===== config.mk =====
export PLATFORM = sky130hd
export DESIGN_NAME = spi_scheduler
export DESIGN_NICKNAME = d
export VERILOG_FILES = /design/src/rtl/spi_scheduler.sv
export SDC_FILE = /design/constraint.sdc
export NUM_CORES = 1
export LEC_CHECK = 0
export CELL_PAD_IN_SITES_DETAIL_PLACEMENT = 1
export CELL_PAD_IN_SITES_GLOBAL_PLACEMENT = 1
export CORE_MARGIN = 2
export CORE_UTILIZATION = 48
export DETAILED_ROUTE_END_ITERATION = 8
export DONT_BUFFER_PORTS = 1
export GPL_ROUTABILITY_DRIVEN = 0
export PLACE_DENSITY_LB_ADDON = 0.05
export SLEW_MARGIN = 20
export SYNTH_ARGS = -nofsm -noshare
export SYNTH_HDL_FRONTEND = slang
export SYNTH_SLANG_ARGS = --single-unit

===== constraint.sdc =====
create_clock -name clk -period 2.6 [get_ports clk]
set_clock_uncertainty 0.05 [all_clocks]
set_input_delay 0.39 -clock clk [delete_from_list [all_inputs] [get_ports clk]]
set_output_delay 0.39 -clock clk [all_outputs]
set_load 0.01 [all_outputs]

===== src/rtl/spi_scheduler.sv =====
// spi_scheduler
//   Shares one SPI engine between a display writer (8/9-bit words) and an ADC
//   reader (16-bit results). Round-robin arbitration, chip-select setup/gap
//   timing, completion detection from the engine's done, and a done-timeout.
//
//   Handshake: wr_req / rd_req are levels held by the requester until the
//   matching one-cycle wr_ack / rd_ack. Requests are only sampled in IDLE.
//   A request still high after its ack competes again once GAP has elapsed.
//
// Ports
//   clk, rst            clock, asynchronous active-high reset
//   wr_req, wr_nine     write request, 9-bit select
//   wr_word[8:0]        write word (latched at grant)
//   wr_ack              one-cycle write-finished pulse
//   rd_req              read request
//   rd_ack, rd_data     one-cycle read-finished pulse, last captured result
//   err                 one-cycle pulse alongside the ack of a timed-out transfer
//   busy                high in every state except IDLE
//   spi_load, spi_mode  engine load, engine mode (0 8-bit, 1 9-bit, 2 read, 3 parked)
//   spi_word_8/9        latched write word for the engine
//   spi_done, spi_fifo  engine done, engine read shift register
//   cs_lcd_n, cs_adc_n  active-low chip selects
//   dbg_state           current FSM state, for observation only
module spi_scheduler #(
  parameter int CS_SETUP = 2,
  parameter int CS_GAP   = 4,
  parameter int TIMEOUT  = 64
) (
  input  logic        clk,
  input  logic        rst,
  input  logic        wr_req,
  input  logic        wr_nine,
  input  logic [8:0]  wr_word,
  output logic        wr_ack,
  input  logic        rd_req,
  output logic        rd_ack,
  output logic [15:0] rd_data,
  output logic        err,
  output logic        busy,
  output logic        spi_load,
  output logic [1:0]  spi_mode,
  output logic [7:0]  spi_word_8,
  output logic [8:0]  spi_word_9,
  input  logic        spi_done,
  input  logic [15:0] spi_fifo,
  output logic        cs_lcd_n,
  output logic        cs_adc_n,
  output logic [2:0]  dbg_state
);

  localparam logic [2:0] S_IDLE   = 3'd0;
  localparam logic [2:0] S_SETUP  = 3'd1;
  localparam logic [2:0] S_XFER   = 3'd2;
  localparam logic [2:0] S_FINISH = 3'd3;
  localparam logic [2:0] S_GAP    = 3'd4;

  localparam logic [1:0] MODE_W8   = 2'd0;
  localparam logic [1:0] MODE_W9   = 2'd1;
  localparam logic [1:0] MODE_RD   = 2'd2;
  localparam logic [1:0] MODE_PARK = 2'd3;

  // Counter reload values: a state with reload N-1 lasts N cycles, leaving
  // on the edge where the counter reads zero.
  localparam logic [7:0] SETUP_LD = 8'(CS_SETUP - 1);
  localparam logic [7:0] GAP_LD   = 8'(CS_GAP - 1);
  localparam logic [7:0] XFER_LD  = 8'(TIMEOUT - 1);

  logic [2:0] state;
  logic [7:0] cnt;
  logic       grant_rd;
  logic       last_rd;   // 1: the most recent grant went to the reader
  logic       pick_rd;

  // On a tie the side that did not win last time gets the grant.
  assign pick_rd   = rd_req && (!wr_req || !last_rd);
  assign dbg_state = state;

  always_ff @(posedge clk or posedge rst) begin
    if (rst) begin
      state      <= S_IDLE;
      cnt        <= 8'd0;
      grant_rd   <= 1'b0;
      last_rd    <= 1'b1;
      wr_ack     <= 1'b0;
      rd_ack     <= 1'b0;
      err        <= 1'b0;
      busy       <= 1'b0;
      rd_data    <= 16'd0;
      spi_load   <= 1'b0;
      spi_mode   <= MODE_PARK;
      spi_word_8 <= 8'd0;
      spi_word_9 <= 9'd0;
      cs_lcd_n   <= 1'b1;
      cs_adc_n   <= 1'b1;
    end else begin
      wr_ack <= 1'b0;
      rd_ack <= 1'b0;
      err    <= 1'b0;
      case (state)
        S_IDLE: begin
          if (wr_req || rd_req) begin
            grant_rd <= pick_rd;
            last_rd  <= pick_rd;
            busy     <= 1'b1;
            cnt      <= SETUP_LD;
            state    <= S_SETUP;
            if (pick_rd) begin
              spi_mode <= MODE_RD;
              cs_adc_n <= 1'b0;
            end else begin
              spi_mode   <= wr_nine ? MODE_W9 : MODE_W8;
              spi_word_8 <= wr_word[7:0];
              spi_word_9 <= wr_word;
              cs_lcd_n   <= 1'b0;
            end
          end
        end
        S_SETUP: begin
          if (cnt == 8'd0) begin
            spi_load <= 1'b1;
            cnt      <= XFER_LD;
            state    <= S_XFER;
          end else begin
            cnt <= cnt - 8'd1;
          end
        end
        S_XFER: begin
          // On the first XFER cycle the counter still holds its reload value
          // and the engine has not left its start state, so done is ignored.
          if (cnt != XFER_LD && spi_done) begin
            spi_load <= 1'b0;
            wr_ack   <= !grant_rd;
            rd_ack   <= grant_rd;
            if (grant_rd) rd_data <= spi_fifo;
            cnt      <= 8'd0;
            state    <= S_FINISH;
          end else if (cnt == 8'd0) begin
            // Timed out: finish with err, leave rd_data alone.
            spi_load <= 1'b0;
            wr_ack   <= !grant_rd;
            rd_ack   <= grant_rd;
            err      <= 1'b1;
            state    <= S_FINISH;
          end else begin
            cnt <= cnt - 8'd1;
          end
        end
        S_FINISH: begin
          cs_lcd_n <= 1'b1;
          cs_adc_n <= 1'b1;
          spi_mode <= MODE_PARK;
          cnt      <= GAP_LD;
          state    <= S_GAP;
        end
        S_GAP: begin
          if (cnt == 8'd0) begin
            busy  <= 1'b0;
            state <= S_IDLE;
          end else begin
            cnt <= cnt - 8'd1;
          end
        end
        default: begin
          spi_load <= 1'b0;
          spi_mode <= MODE_PARK;
          cs_lcd_n <= 1'b1;
          cs_adc_n <= 1'b1;
          busy     <= 1'b0;
          state    <= S_IDLE;
        end
      endcase
    end
  end

endmodule


==> results.md <==
* Worst hold path class: in2reg
* Syn avg cell area at 11.2 um2
* Sink Count at 47
* CP endpoint kind: flop
* Final Critical Period at 2.22 ns
* Row count at 25
* CP required at 2.74 ns
* Hold slack at 0.101 ns
* RSZ-0062 raised after global routing: false
* Drt drc at 0
* Clk Tree Root Cell: clkbuf_8
* Sequential cell area fraction in the yosys report at 49.9%
* Final nets at 242
* P_sw at 1.13 mW
* Routed WL at 5260 um
* CP max FO at 6
* Die Height at 74.2 um
* Ant diodes at 0
* Int Pwr at 1.64 mW
* Via count at 1595
* Die width at 74.2 um
* Gr usage total at 19.4%
* Max cap viols at 0
* Initial DRC Count at 41
* CTS tree: yes
* Post-CTS Hold Fix Bufs at 0
* Sequential fraction of design power at 49.3%
* Yosys warns at 0
* Top Ports at 76
* IR drop worst, VDD at 551 uV
* Fin crit share at 85.5%
* Largest net degree at the start of global routing at 48
* Grt total ovfl at 0
* FMAX at 450 MHz
* Layout area overhead at 4.76%
* Vias in the first global route at 1587
* Area contributors post-synth: dfrtp_1 (44%), mux2_2 (7.1%), mux2_4 (6.3%)
* Switching Fraction at 40.8%
* Slew Viols, Final at 0
* Least-Margin Pin Slew at 0.961 ns
* Status: finished clean
* Fin Setup TNS at 0 ns
* Gate Count Post-Synth at 211
* Full die area at 5510 um2
* Total core area at 4750 um2
* Top_reg_cell synth: dfrtp_1
* Final hold vios at 0
* TritonCTS buffer count at 5
* Bufs on Longest Clock Path at 2
* Unique cell type count in the Yosys netlist at 47
* #FFs+latches synth at 47
* Asr flop ratio synth at 100%
* Cell Area, Synth at 2370 um2
* Post-synthesis net count at 245
* Top-count cell post-synth: dfrtp_1
* DP Wirelength at 3880 um
* Vias per Instance at 5.78
* # resized after CTS at 0
* Initial Util at 49.8%
* Synth area leader: dfrtp_1
* H-tree Lvls at 2
* DR WL/cell at 19.1 um
* Post-synth EDFFs at 0
* Antenna-violating nets left at 0
* First-pass GRT wire length at 8030 um
* 1st-pass router iterations at 4
* Layout cells sized above 1 at 27.8%
* Crit path kind: reg2reg
* Setup Fix Bufs, Post-CTS at 0
* Endpoints failing setup at 0
* Clock Power Share at 16.9%
* Power Dens Cells at 1120 nW/um2
* Worst-skew pair later-pin latency at 0.30 ns
* Antenna violations before repair at 0
* CTS clock-pin slew for the worst setup and hold paths at 0.09 ns
* Gate power share at 33.9%
* Leak pwr at 1.14 nW
* Final Util at 52.2%
* Port bufs at 0
* Slew margin rel. at 35.9%
* Synth top area share at 44.4%
* Top cells by count, synth: dfrtp_1 (42), nor2_1 (23), mux2_2 (15), nand2_1 (15), a21oi_1 (11)
* Arrival time worst endpoint at 2.37 ns
* Setup crit start kind: flop
cells by family (layout without fill, tap and decap cells):
group / after synthesis / after routing / synth area share, %
xor gates and xnor gates: 2 / 2 / 0.740
buffers and inverters: 24 / 22 / 5.81
muxes: 25 / 25 / 13.5
adders and majority gates: 3 / 3 / 1.59
DFF: 47 / 47 / 49.9
and+or+nand+nor: 64 / 64 / 14.6
AOI/OAI and AO/OA: 46 / 46 / 13.8
metrics by stage:
stage | area, um2 | power (mW) | std cells | setup slack (ns)
after floorplan | 2370 | 2.14 | 211 | 0.425
after global placement | 2380 | 2.25 | 268 | 0.473
after detailed placement | 2380 | 2.32 | 268 | 0.386
after CTS | 2480 | 2.79 | 276 | 0.380
after global routing | 2480 | 2.98 | 276 | 0.231
final | 2480 | 2.77 | 276 | 0.378
state kept, by name (all words and copies together) (netlist names):
signal	count
busy	1
cnt	8
cs_adc_n	1
cs_lcd_n	1
dbg_state	3
err	1
grant_rd	1
last_rd	1
rd_ack	1
rd_data	16
spi_load	1
spi_mode	2
spi_word_8	7
spi_word_9	2
wr_ack	1
layout make-up:
cell class / count / area, um2
clock buffers: 6 / 82.6
inverters: 10 / 37.5
flip-flops and latches: 47 / 1180
repair buffers: 4 / 30.0
multi-input cells: 140 / 1050
well taps: 67 / 83.8
fillers: 533 / 2270
clock inverters: 2 / 16.3
cells in the final DEF, fill, tap and decap left out, drive strengths merged, types with 5 or more instances in the layout:
cell type / n
nor2: 25
inv: 10
nor3: 7
clkbuf: 6
dfrtp: 42
o21ai: 6
dfstp: 5
a31oi: 9
a21oi: 11
mux2: 25
nand2: 15
path summary, 6_finish.rpt:
| path | startpoint | slack, ns | cells after the start | to |
|---|---|---|---|---|
| min | wr_req | 0.10 | 1 | last_rd |
| max | cnt[0] | 0.38 | 9 | cnt[0] |
| min in group asynchronous | rst | 0.14 | 1 | spi_word_9[8] |
| min reg2reg | last_rd | 0.49 | 2 | last_rd |
| max in group asynchronous | rst | 1.77 | 1 | dbg_state[0] |
| max reg2reg | cnt[0] | 0.38 | 9 | cnt[0] |
power groups by stage:
stage / combinational [mW] / sequential (mW) / clock (mW)
final: 0.937 / 1.36 / 0.466
after global routing: 1.05 / 1.41 / 0.519
after CTS: 0.949 / 1.36 / 0.481
after detailed placement: 0.945 / 1.38 / 0
after global placement: 0.896 / 1.35 / 0
after floorplan: 0.884 / 1.25 / 0
layer usage:
| metal | wire length (um) | track usage [%] | up-vias |
|---|---|---|---|
| met3 | 339 | 5.42 | 5 |
| met4 | 36 | 4.56 | 0 |
| li1 | - | - | 730 |
| met5 | 0 | 0 | - |
| met2 | 2650 | 32.7 | 49 |
| met1 | 2240 | 25.0 | 811 |
critical path, stage by stage (launching register included):
cell and delay (ns):
dfrtp_1 0.45, inv_1 0.08, ha_1 0.19, or3b_4 0.44, nor2_4 0.13, inv_1 0.08, ha_1 0.27, nor2_1 0.11
a31oi_1 0.05, o221a_2 0.26
Note: power is estimated with default switching activity, not from simulation.
